## config.mk

```make
export PLATFORM = sky130hd
export DESIGN_NAME = prog_loader_flat
export DESIGN_NICKNAME = d
export VERILOG_FILES = /design/src/rtl/prog_loader_pkg.sv /design/src/rtl/prog_loader_if.sv /design/src/rtl/prog_loader_word_assembler.sv /design/src/rtl/prog_loader.sv /design/src/flat_wrapper.sv
export SDC_FILE = /design/constraint.sdc
export NUM_CORES = 1
export LEC_CHECK = 0
export ABC_AREA = 1
export CORE_AREA = 2 2 89 91
export DETAILED_ROUTE_END_ITERATION = 16
export DIE_AREA = 0 0 91 93
export PLACE_DENSITY = 0.8
export SLEW_MARGIN = 40
export SYNTH_ARGS = -nofsm -noshare
export SYNTH_HDL_FRONTEND = slang
export SYNTH_SLANG_ARGS = --single-unit
```

## constraint.sdc

```tcl
create_clock -name clk -period 3.6 [get_ports clk]
set_clock_uncertainty 0.15 [all_clocks]
set_input_delay 0.72 -clock clk [delete_from_list [all_inputs] [get_ports clk]]
set_output_delay 0.72 -clock clk [all_outputs]
set_load 0.01 [all_outputs]
```

## src/rtl/prog_loader_pkg.sv

```systemverilog
// Shared types and widths for the serial program loader.
// Holds the FSM state set plus the default memory geometry.
package prog_loader_pkg;

  localparam int DEPTH_DEF  = 16;
  localparam int ADDR_W_DEF = 4;
  localparam int BYTE_W     = 8;
  localparam int WORD_W     = 32;

  typedef enum logic [2:0] {
    ST_IDLE,
    ST_HDR,
    ST_DATA,
    ST_WRITE,
    ST_CSUM,
    ST_DONE,
    ST_ERR
  } state_t;

endpackage

```

## src/rtl/prog_loader_if.sv

```systemverilog
// Byte-stream input and instruction-memory write port of the program loader.
// The master is the host/memory side; the slave is the loader itself.
interface prog_loader_if
  import prog_loader_pkg::*;
#(
  parameter int ADDR_W = ADDR_W_DEF
);

  logic [BYTE_W-1:0] byte_in;
  logic              byte_valid;
  logic              byte_ready;
  logic              mem_we;
  logic [ADDR_W-1:0] mem_addr;
  logic [WORD_W-1:0] mem_wdata;

  modport master (
    output byte_in, byte_valid,
    input  byte_ready, mem_we, mem_addr, mem_wdata
  );

  modport slave (
    input  byte_in, byte_valid,
    output byte_ready, mem_we, mem_addr, mem_wdata
  );

endinterface

```

## src/rtl/prog_loader_word_assembler.sv

```systemverilog
// Shifts accepted bytes into a 32-bit word, MSB-first, and keeps the
// running XOR of every byte shifted in since the last clear.
module word_assembler
  import prog_loader_pkg::*;
(
  input  logic              clk,
  input  logic              sys_rst,
  input  logic              clr,
  input  logic              shift_en,
  input  logic [BYTE_W-1:0] byte_in,
  output logic [WORD_W-1:0] word,
  output logic [BYTE_W-1:0] xor_sum
);

  // NOTE: non-blocking assignments for every register so all flops sample
  // their inputs from the same pre-edge values.
  always_ff @(posedge clk or posedge sys_rst) begin
    if (sys_rst) begin
      word    <= '0;
      xor_sum <= '0;
    end else if (clr) begin
      word    <= '0;
      xor_sum <= '0;
    end else if (shift_en) begin
      word    <= {word[WORD_W-BYTE_W-1:0], byte_in};
      xor_sum <= xor_sum ^ byte_in;
    end
  end

endmodule

```

## src/rtl/prog_loader.sv

```systemverilog
// Serial program loader: header byte N, 4*N data bytes, XOR checksum.
// Writes each assembled word to instruction memory and holds the CPU until a good load.
module prog_loader
  import prog_loader_pkg::*;
#(
  parameter int DEPTH  = DEPTH_DEF,
  parameter int ADDR_W = ADDR_W_DEF
)
(
  input  logic         clk,
  input  logic         sys_rst,
  input  logic         start,
  prog_loader_if.slave bus,
  output logic         cpu_hold,
  output logic         load_done,
  output logic         load_err
);

  state_t              state, state_nxt;
  logic [ADDR_W-1:0]   word_idx, last_addr;
  logic [ADDR_W:0]     n_words;
  logic [1:0]          byte_cnt;
  logic [WORD_W-1:0]   asm_word, last_wdata;
  logic [BYTE_W-1:0]   xor_sum;
  logic                clr, shift_en, latch_n, idx_inc;
  logic                byte_ready, mem_we;
  logic                hdr_bad, last_word;

  assign hdr_bad   = (bus.byte_in == '0) || (int'(bus.byte_in) > DEPTH);
  assign last_word = ({1'b0, word_idx} == (n_words - (ADDR_W+1)'(1)));

  // NOTE: every always_comb output gets a default first so no path leaves
  // a signal unassigned and infers a latch.
  always_comb begin
    state_nxt  = state;
    byte_ready = 1'b0;
    mem_we     = 1'b0;
    clr        = 1'b0;
    shift_en   = 1'b0;
    latch_n    = 1'b0;
    idx_inc    = 1'b0;
    case (state)
      ST_IDLE, ST_DONE, ST_ERR: begin
        if (start) begin
          state_nxt = ST_HDR;
          clr       = 1'b1;
        end
      end
      ST_HDR: begin
        byte_ready = 1'b1;
        if (bus.byte_valid) begin
          if (hdr_bad) begin
            state_nxt = ST_ERR;
          end else begin
            state_nxt = ST_DATA;
            latch_n   = 1'b1;
          end
        end
      end
      ST_DATA: begin
        byte_ready = 1'b1;
        if (bus.byte_valid) begin
          shift_en = 1'b1;
          if (byte_cnt == 2'd3) state_nxt = ST_WRITE;
        end
      end
      ST_WRITE: begin
        mem_we = 1'b1;
        if (last_word) begin
          state_nxt = ST_CSUM;
        end else begin
          state_nxt = ST_DATA;
          idx_inc   = 1'b1;
        end
      end
      ST_CSUM: begin
        byte_ready = 1'b1;
        if (bus.byte_valid) state_nxt = (bus.byte_in == xor_sum) ? ST_DONE : ST_ERR;
      end
      default: state_nxt = ST_IDLE;
    endcase
  end

  always_ff @(posedge clk or posedge sys_rst) begin
    if (sys_rst) begin
      state      <= ST_IDLE;
      word_idx   <= '0;
      byte_cnt   <= '0;
      n_words    <= '0;
      last_addr  <= '0;
      last_wdata <= '0;
    end else begin
      state <= state_nxt;
      if (clr) begin
        word_idx <= '0;
        byte_cnt <= '0;
      end
      if (latch_n)  n_words  <= (ADDR_W+1)'(bus.byte_in);
      if (shift_en) byte_cnt <= byte_cnt + 2'd1;
      if (idx_inc)  word_idx <= word_idx + ADDR_W'(1);
      // Remember the last write so the port holds steady outside WRITE.
      if (state == ST_WRITE) begin
        last_addr  <= word_idx;
        last_wdata <= asm_word;
      end
    end
  end

  word_assembler u_asm (
    .clk      (clk),
    .sys_rst  (sys_rst),
    .clr      (clr),
    .shift_en (shift_en),
    .byte_in  (bus.byte_in),
    .word     (asm_word),
    .xor_sum  (xor_sum)
  );

  assign bus.byte_ready = byte_ready;
  assign bus.mem_we     = mem_we;
  assign bus.mem_addr   = (state == ST_WRITE) ? word_idx : last_addr;
  assign bus.mem_wdata  = (state == ST_WRITE) ? asm_word : last_wdata;

  assign load_done = (state == ST_DONE);
  assign load_err  = (state == ST_ERR);
  assign cpu_hold  = (state != ST_DONE);

endmodule

```

## src/flat_wrapper.sv

```systemverilog
// flat-port wrapper written by rule: the top's interface ports become plain ports
module prog_loader_flat import prog_loader_pkg::*;
#(
  parameter int DEPTH  = DEPTH_DEF,
  parameter int ADDR_W = ADDR_W_DEF
)
  (clk, sys_rst, start, cpu_hold, load_done, load_err, bus_byte_in, bus_byte_valid, bus_byte_ready, bus_mem_we, bus_mem_addr, bus_mem_wdata);
  prog_loader_if #(.ADDR_W(ADDR_W)) bus_i ();
  input  logic clk;
  input  logic sys_rst;
  input  logic start;
  output logic cpu_hold;
  output logic load_done;
  output logic load_err;
  input wire logic [$bits(bus_i.byte_in)-1:0] bus_byte_in;
  input wire logic [$bits(bus_i.byte_valid)-1:0] bus_byte_valid;
  output wire logic [$bits(bus_i.byte_ready)-1:0] bus_byte_ready;
  output wire logic [$bits(bus_i.mem_we)-1:0] bus_mem_we;
  output wire logic [$bits(bus_i.mem_addr)-1:0] bus_mem_addr;
  output wire logic [$bits(bus_i.mem_wdata)-1:0] bus_mem_wdata;
  assign bus_i.byte_in = bus_byte_in;
  assign bus_i.byte_valid = bus_byte_valid;
  assign bus_byte_ready = bus_i.byte_ready;
  assign bus_mem_we = bus_i.mem_we;
  assign bus_mem_addr = bus_i.mem_addr;
  assign bus_mem_wdata = bus_i.mem_wdata;
  prog_loader #(.DEPTH(DEPTH), .ADDR_W(ADDR_W)) u_core (.clk(clk), .sys_rst(sys_rst), .start(start), .bus(bus_i), .cpu_hold(cpu_hold), .load_done(load_done), .load_err(load_err));
endmodule
```

==> results.md, run 1 <==
* M2 GR Usage at 34.0%
* Worst reg2reg path startpoint: u_core.state[0]
* Num rows at 32
* Final period utilization at 87.2%
* Residual DRC at 0
* Worst Tran Pin Value at 0.734 ns
* Crit-path max FO at 39
* Crit path arrival time at 2.27 ns
* Post-route core utilization at 63.8%
* CP peak stage delay at 0.58 ns
* Pin count of the biggest net entering global routing at 65
* Vias at 3151
* PwrDens at 804 mW/mm²
* Most Crowded Layer GR: met2
* Core area at 0.00753 mm²
* Starting Density at 53.0%
* Vias/cell at 5.02
* CTS Buffer Depth at 2
* Most used flip-flop cell after synthesis: dfrtp_1
* Avg Inst Size Synth at 8.48 µm²
* Clk slew on worst S/H paths at 0.09 ns
* Post-CTS setup buffer count at 0
* Clock Sinks at 90
* Inserted Clock Buffers at 9
* GR Layer Usage met1 at 26.7%
* Hold/Removal Path Class: flop to flop
* Layout Nets at 536
* Final min period at 3.14 ns
* Area of the multi-input gates at 0.00134 mm²
* Slew headroom at 51.0%
* CP Capture Type: primary output
* Die span in x at 91 µm
* Dpl hpwl at 5.59 mm
* Max Cap Violations at 0
* Clock latency on the worst-skew pair at 0.36 ns
* Reg-to-Reg End: u_core.u_asm.word[10]
* Cts hold-fix bufs at 0
* Critical path's most frequent cell: inv_2
* Post-Syn Instances at 470
* Die area at 0.00846 mm²
* Ys Warns at 0
* Final wirelength at 8.13 mm
* Max Fclk at 0.319 GHz
* Post-CTS resize count at 0
* I/O pin count at 53
* Worst Setup Start Kind: flop
* Critical path data required time at 2.73 ns
* Critical path class: flop to primary output
* Slew Limit Fails at 0
* Grt ovf at 0
* Syn_nets at 485
* Peak VDD IR at 319 µV
* P_leak at 2.75 nW
* R2R depth at 8
* First-pass GRT wire length at 13.8 mm
* Final hold vios at 0
* CTS tree: built
* Clock Root Buffer: clkbuf_8
* Post-route ant nets at 0
* Antenna violations before repair at 0
* R2R Setup Slk at 1.52 ns
* Area of the mapped netlist at 0.00399 mm²
* CP max stage cell: clkdlybuf4s50_1
* Total GRT Usage at 20.7%
* Area grow syn2layout at 20.4%
* N_diodes at 0
* H-tree depth at 3
* Pre-antenna DRT Iters at 4
* Status: complete, no violations
* WL per Instance at 12.9 µm
* Layout cells sized above 1 at 6.84%
* Register area share after synthesis at 56.5%
* M3 GR Usage at 3.87%
* Placer Congestion at 0.851
* RSZ-0062 raised after global routing: false
* Synthesized flop and latch total at 90
* I/O Buffers at 52
* Crit. Startpoint: u_core.state[0]
* Setup crit end: bus_mem_addr[3]
* Vias in the first global route at 2988
* Post-synth ARST share at 100%
* Post-synth EDFFs at 0
* Die height at 93 µm
* Cell Chain, Critical Path: inv_2 > nor3_4 > inv_2 > nand2_1 > o21ai_1 > clkdlybuf4s50_1
* Endpoints failing setup at 0
* Sequential Area at 0.00225 mm²
* DRT iter0 DRCs at 189
* Synth unique cells at 27
* Fillcell total at 665
* Fin Setup TNS at 0 ns
[cell usage in the layout (no fill, tap or decap), types with 3 or more instances in the layout]
cell             count
a21oi_1             10
a22oi_1             29
a22oi_2              3
clkbuf_8             9
clkdlybuf4s50_1     52
dfrtp_1             90
ha_1                 3
inv_1               71
inv_2                8
nand2_1            180
nand3_1             14
nor2_1              18
o21ai_0              6
o21ai_1              6
xor2_1               4
[cells in the mapped netlist, types with 2 or more instances]
cell type | instances | share of area, %
nand2_1 | 180 | 17
dfrtp_1 | 90 | 56
inv_1 | 72 | 6.8
a22oi_1 | 29 | 5.5
nor2_1 | 18 | 1.7
nand3_1 | 14 | 1.8
a21oi_1 | 10 | 1.3
inv_2 | 8 | 0.75
clkbuf_1 | 6 | 0.56
o21ai_0 | 6 | 0.75
o21ai_1 | 6 | 0.75
buf_2 | 4 | 0.50
buf_6 | 4 | 1.1
xor2_1 | 4 | 0.88
a22oi_2 | 3 | 0.94
ha_1 | 3 | 0.94
nand2_2 | 2 | 0.31
nand4_1 | 2 | 0.31
[critical path: cells and delay by family, from the launching register on]
family	cells	cell delay, ns
simple gates	2	0.14
compound gates	1	0.15
buf+inv	3	1.15
flops	1	0.47
[cell families after synthesis]
kind of cell | Yosys count | share of synthesized area [%]
buffers and inverters | 96 | 10.0
adders and majority gates | 3 | 0.941
DFF | 90 | 56.5
AOI/OAI and AO/OA | 55 | 9.38
xor gates and xnor gates | 4 | 0.878
and+or+nand+nor | 222 | 22.3
[cell type report]
cell class	instances	area share, %
multi-input combinational	284	27.8
timing repair buffer	55	11.6
inverter	81	6.36
clock buffer	10	2.66
clock inverter	6	2.03
sequential	90	46.9
tap	102	2.66
[sequential cells by signal, summed over array words and instances, names as in the netlist]
name and count:
u_core.last_wdata 32, u_core.u_asm.word 32, u_core.u_asm.xor_sum 8, u_core.n_words 5, u_core.last_addr 4, u_core.word_idx 4
u_core.state 3, u_core.byte_cnt 2
[how the worst min path moves through the flow]
stage                            end  cells after the start                  start
6_report         u_core.last_addr[1]                      2    u_core.last_addr[1]
5_1_grt          u_core.last_addr[1]                      2    u_core.last_addr[1]
4_1_cts          u_core.last_addr[1]                      2    u_core.last_addr[1]
3_3_place_gp   u_core.last_wdata[28]                      2  u_core.last_wdata[28]
3_5_place_dp   u_core.last_wdata[10]                      2  u_core.last_wdata[10]
2_1_floorplan      u_core.n_words[1]                      2      u_core.n_words[1]
[metal layers]
metal / share of wire [%] / vias to the layer above
met4: 2.1 / 0
met1: 46 / 1505
met5: 0 / -
met2: 48 / 72
met3: 3.4 / 17
li1: - / 1557
[power breakdown]
group / internal, mW / switching (mW)
Sequential: 1.34 / 0.238
Combinational: 0.632 / 0.881
Clock: 0.401 / 0.365
Total: 2.38 / 1.48
[stage by stage]
| step | worst slack, ns | instance area (µm²) | hold slack (ns) | power, mW | instances |
|---|---|---|---|---|---|
| after floorplan | 0.395 | 3990 | 0.303 | 2.56 | 470 |
| after global placement | 0.869 | 4580 | 0.305 | 3.05 | 612 |
| after detailed placement | 0.780 | 4580 | 0.309 | 3.12 | 612 |
| after CTS | 0.379 | 4800 | 0.331 | 3.89 | 628 |
| after global routing | 0.251 | 4800 | 0.351 | 4.15 | 628 |
| final | 0.461 | 4800 | 0.325 | 3.86 | 628 |
Note: power is estimated with default switching activity, not from simulation.
==> run 2, diff against run 1 <==
--- a/config.mk
+++ b/config.mk
@@ -6,10 +6,11 @@
 export NUM_CORES = 1
 export LEC_CHECK = 0
 export ABC_AREA = 1
-export CORE_AREA = 2 2 89 91
+export CORE_AREA = 2 2 83 85
 export DETAILED_ROUTE_END_ITERATION = 16
-export DIE_AREA = 0 0 91 93
-export PLACE_DENSITY = 0.8
+export DIE_AREA = 0 0 85 87
+export DONT_BUFFER_PORTS = 1
+export PLACE_DENSITY = 0.79
 export SLEW_MARGIN = 40
 export SYNTH_ARGS = -nofsm -noshare
 export SYNTH_HDL_FRONTEND = slang
==> results.md, run 2 (synthesized netlist as in run 1, its figures left out) <==
* Final wirelength at 7.82 mm (was 8.13 mm)
* CP peak stage delay at 0.46 ns (was 0.58 ns)
* H-tree depth at 3 (unchanged)
* Pre-antenna DRT Iters at 4 (unchanged)
* Starting Density at 60.7% (was 53.0%)
* Hold/Removal Path Class: input port to asynchronous set/reset pin (was flop to flop)
* Pin count of the biggest net entering global routing at 55 (was 65)
* PwrDens at 818 mW/mm² (was 804 mW/mm²)
* M2 GR Usage at 36.4% (was 34.0%)
* Vias in the first global route at 2798 (was 2988)
* Clock Root Buffer: clkbuf_8 (unchanged)
* Crit-path max FO at 39 (unchanged)
* Die span in x at 85 µm (was 91 µm)
* Clock latency on the worst-skew pair at 0.35 ns (was 0.36 ns)
* WL per Instance at 14.1 µm (was 12.9 µm)
* Critical path's most frequent cell: inv_2 (unchanged)
* Critical path data required time at 2.73 ns (about the same)
* Max Cap Violations at 0 (unchanged)
* PnR worst setup slack at 0.963 ns (was 0.461 ns)
* DRT iter0 DRCs at 195 (was 189)
* Placer Congestion at 0.847 (was 0.851)
* Slew Limit Fails at 0 (unchanged)
* First-pass GRT wire length at 13.3 mm (was 13.8 mm)
* Largest regs: u_core.last_wdata x32, u_core.u_asm.word x32, u_core.u_asm.xor_sum x8 (unchanged)
* Inserted Clock Buffers at 9 (unchanged)
* Clock Sinks at 90 (unchanged)
* GR Layer Usage met1 at 29.6% (was 26.7%)
* Max Fclk at 0.379 GHz (was 0.319 GHz)
* Cell Chain, Critical Path: inv_2 > nor3_4 > inv_2 > nand2_1 > o21ai_1 (was inv_2 > nor3_4 > inv_2 > nand2_1 > o21ai_1 > clkdlybuf4s50_1)
* Final hold vios at 0 (unchanged)
* Layout Nets at 485 (was 536)
* I/O pin count at 53 (unchanged)
* Vias/cell at 5.33 (was 5.02)
* Highest-count cells in the layout ignoring fill and taps: nand2_1 (180), dfrtp_1 (90), inv_1 (71) (unchanged)
* Antenna violations before repair at 0 (unchanged)
* Clk slew on worst S/H paths at 0.09 ns (about the same)
* DP Worst Slack at 1.22 ns (was 0.780 ns)
* N_diodes at 0 (unchanged)
* Die area at 0.00740 mm² (was 0.00846 mm²)
* CP max stage cell: inv_2 (was clkdlybuf4s50_1)
* Final cell count without fillers at 555 (was 628)
* Family with the most delay on the worst path: buffers and inverters (unchanged)
* Layout cells sized above 1 at 8.00% (was 6.84%)
* Core area at 0.00657 mm² (was 0.00753 mm²)
* Slew headroom at 53.3% (was 51.0%)
* Total GRT Usage at 23.3% (was 20.7%)
* CTS tree: built (unchanged)
* Dpl hpwl at 5.34 mm (was 5.59 mm)
* Placed cell count at 539 (was 612)
* CTS Buffer Depth at 2 (unchanged)
* Die height at 87 µm (was 93 µm)
* CP Capture Type: primary output (unchanged)
* Final min period at 2.64 ns (was 3.14 ns)
* Cts hold-fix bufs at 0 (unchanged)
* RSZ-0062 raised after global routing: false (unchanged)
* Worst Tran Pin Value at 0.700 ns (was 0.734 ns)
* Post-CTS resize count at 0 (unchanged)
* Hold slack at 0.0927 ns (was 0.325 ns)
* Status: complete, no violations (unchanged)
* Grt ovf at 0 (unchanged)
* Peak VDD IR at 503 µV (was 319 µV)
* Fin Setup TNS at 0 ns (unchanged)
* WP buf/inv at 2 (was 3)
* Post-CTS setup buffer count at 0 (unchanged)
* Area grow syn2layout at 6.31% (was 20.4%)
* P_leak at 2.56 nW (was 2.75 nW)
* Commonest non-fill, non-tap cell in the layout: nand2_1 (unchanged)
* M3 GR Usage at 7.87% (was 3.87%)
* Post-route ant nets at 0 (unchanged)
* Worst Setup Start Kind: flop (unchanged)
* I/O Buffers at 0 (was 52)
* Critical path class: flop to primary output (unchanged)
* Endpoints failing setup at 0 (unchanged)
* Vias at 2957 (was 3151)
* Num rows at 30 (was 32)
* Residual DRC at 0 (unchanged)
* Most Crowded Layer GR: met2 (unchanged)
* Final period utilization at 73.3% (was 87.2%)
* Crit path arrival time at 1.77 ns (was 2.27 ns)
* Post-route core utilization at 64.5% (was 63.8%)
run 2: changes by cell type in the layout (fill, tap and decap cells not counted):
cell and change:
clkinv_4 -1, clkbuf_1 -1, inv_8 -1, clkinvlp_4 +1
clkdlybuf4s50_1 -52, buf_12 -1, inv_6 +1, clkbuf_8 +2
bufinv_16 -1, buf_4 +2
run 2: path summary, 6_finish.rpt:
check	endpoint	slack, ns	startpoint	cells past startpoint
worst max-delay path	bus_mem_addr[2]	0.96	u_core.state[1]	5
worst min-delay path	u_core.last_addr[2]	0.09	sys_rst	1
worst max register to register	u_core.u_asm.word[5]	1.21	u_core.state[2]	9
worst min register to register	u_core.u_asm.word[24]	0.35	u_core.u_asm.word[24]	2
max in group asynchronous	u_core.u_asm.word[0]	2.56	sys_rst	2
min in group clk	u_core.u_asm.word[4]	0.35	bus_byte_in[4]	2
run 2: where the power goes:
part	leakage (nW)	internal, mW	switching, mW
clock network	0.106	0.362	0.345
registers	1.23	1.34	0.246
logic	1.23	0.353	0.819
run 2: area by class of cell:
class / instances / area [µm²]
tap: 80 / 100
fill: 524 / 2330
clock inverter: 5 / 60.1
timing repair buffer: 4 / 30.0
multi-input combinational: 284 / 1340
clock buffer: 11 / 151
sequential: 90 / 2250
inverter: 81 / 309
run 2: metrics by stage:
| step | cell area [µm²] | power (mW) |
|---|---|---|
| after floorplan | 3990 | 2.56 |
| after global placement | 4020 | 2.72 |
| after detailed placement | 4030 | 2.78 |
| after CTS | 4240 | 3.50 |
| after global routing | 4240 | 3.75 |
| final | 4240 | 3.47 |
run 2: metal layers:
metal	share of wire [%]	up-vias
met4	1.9	0
li1	-	1458
met1	44	1427
met3	5.8	12
met5	0	-
met2	48	60
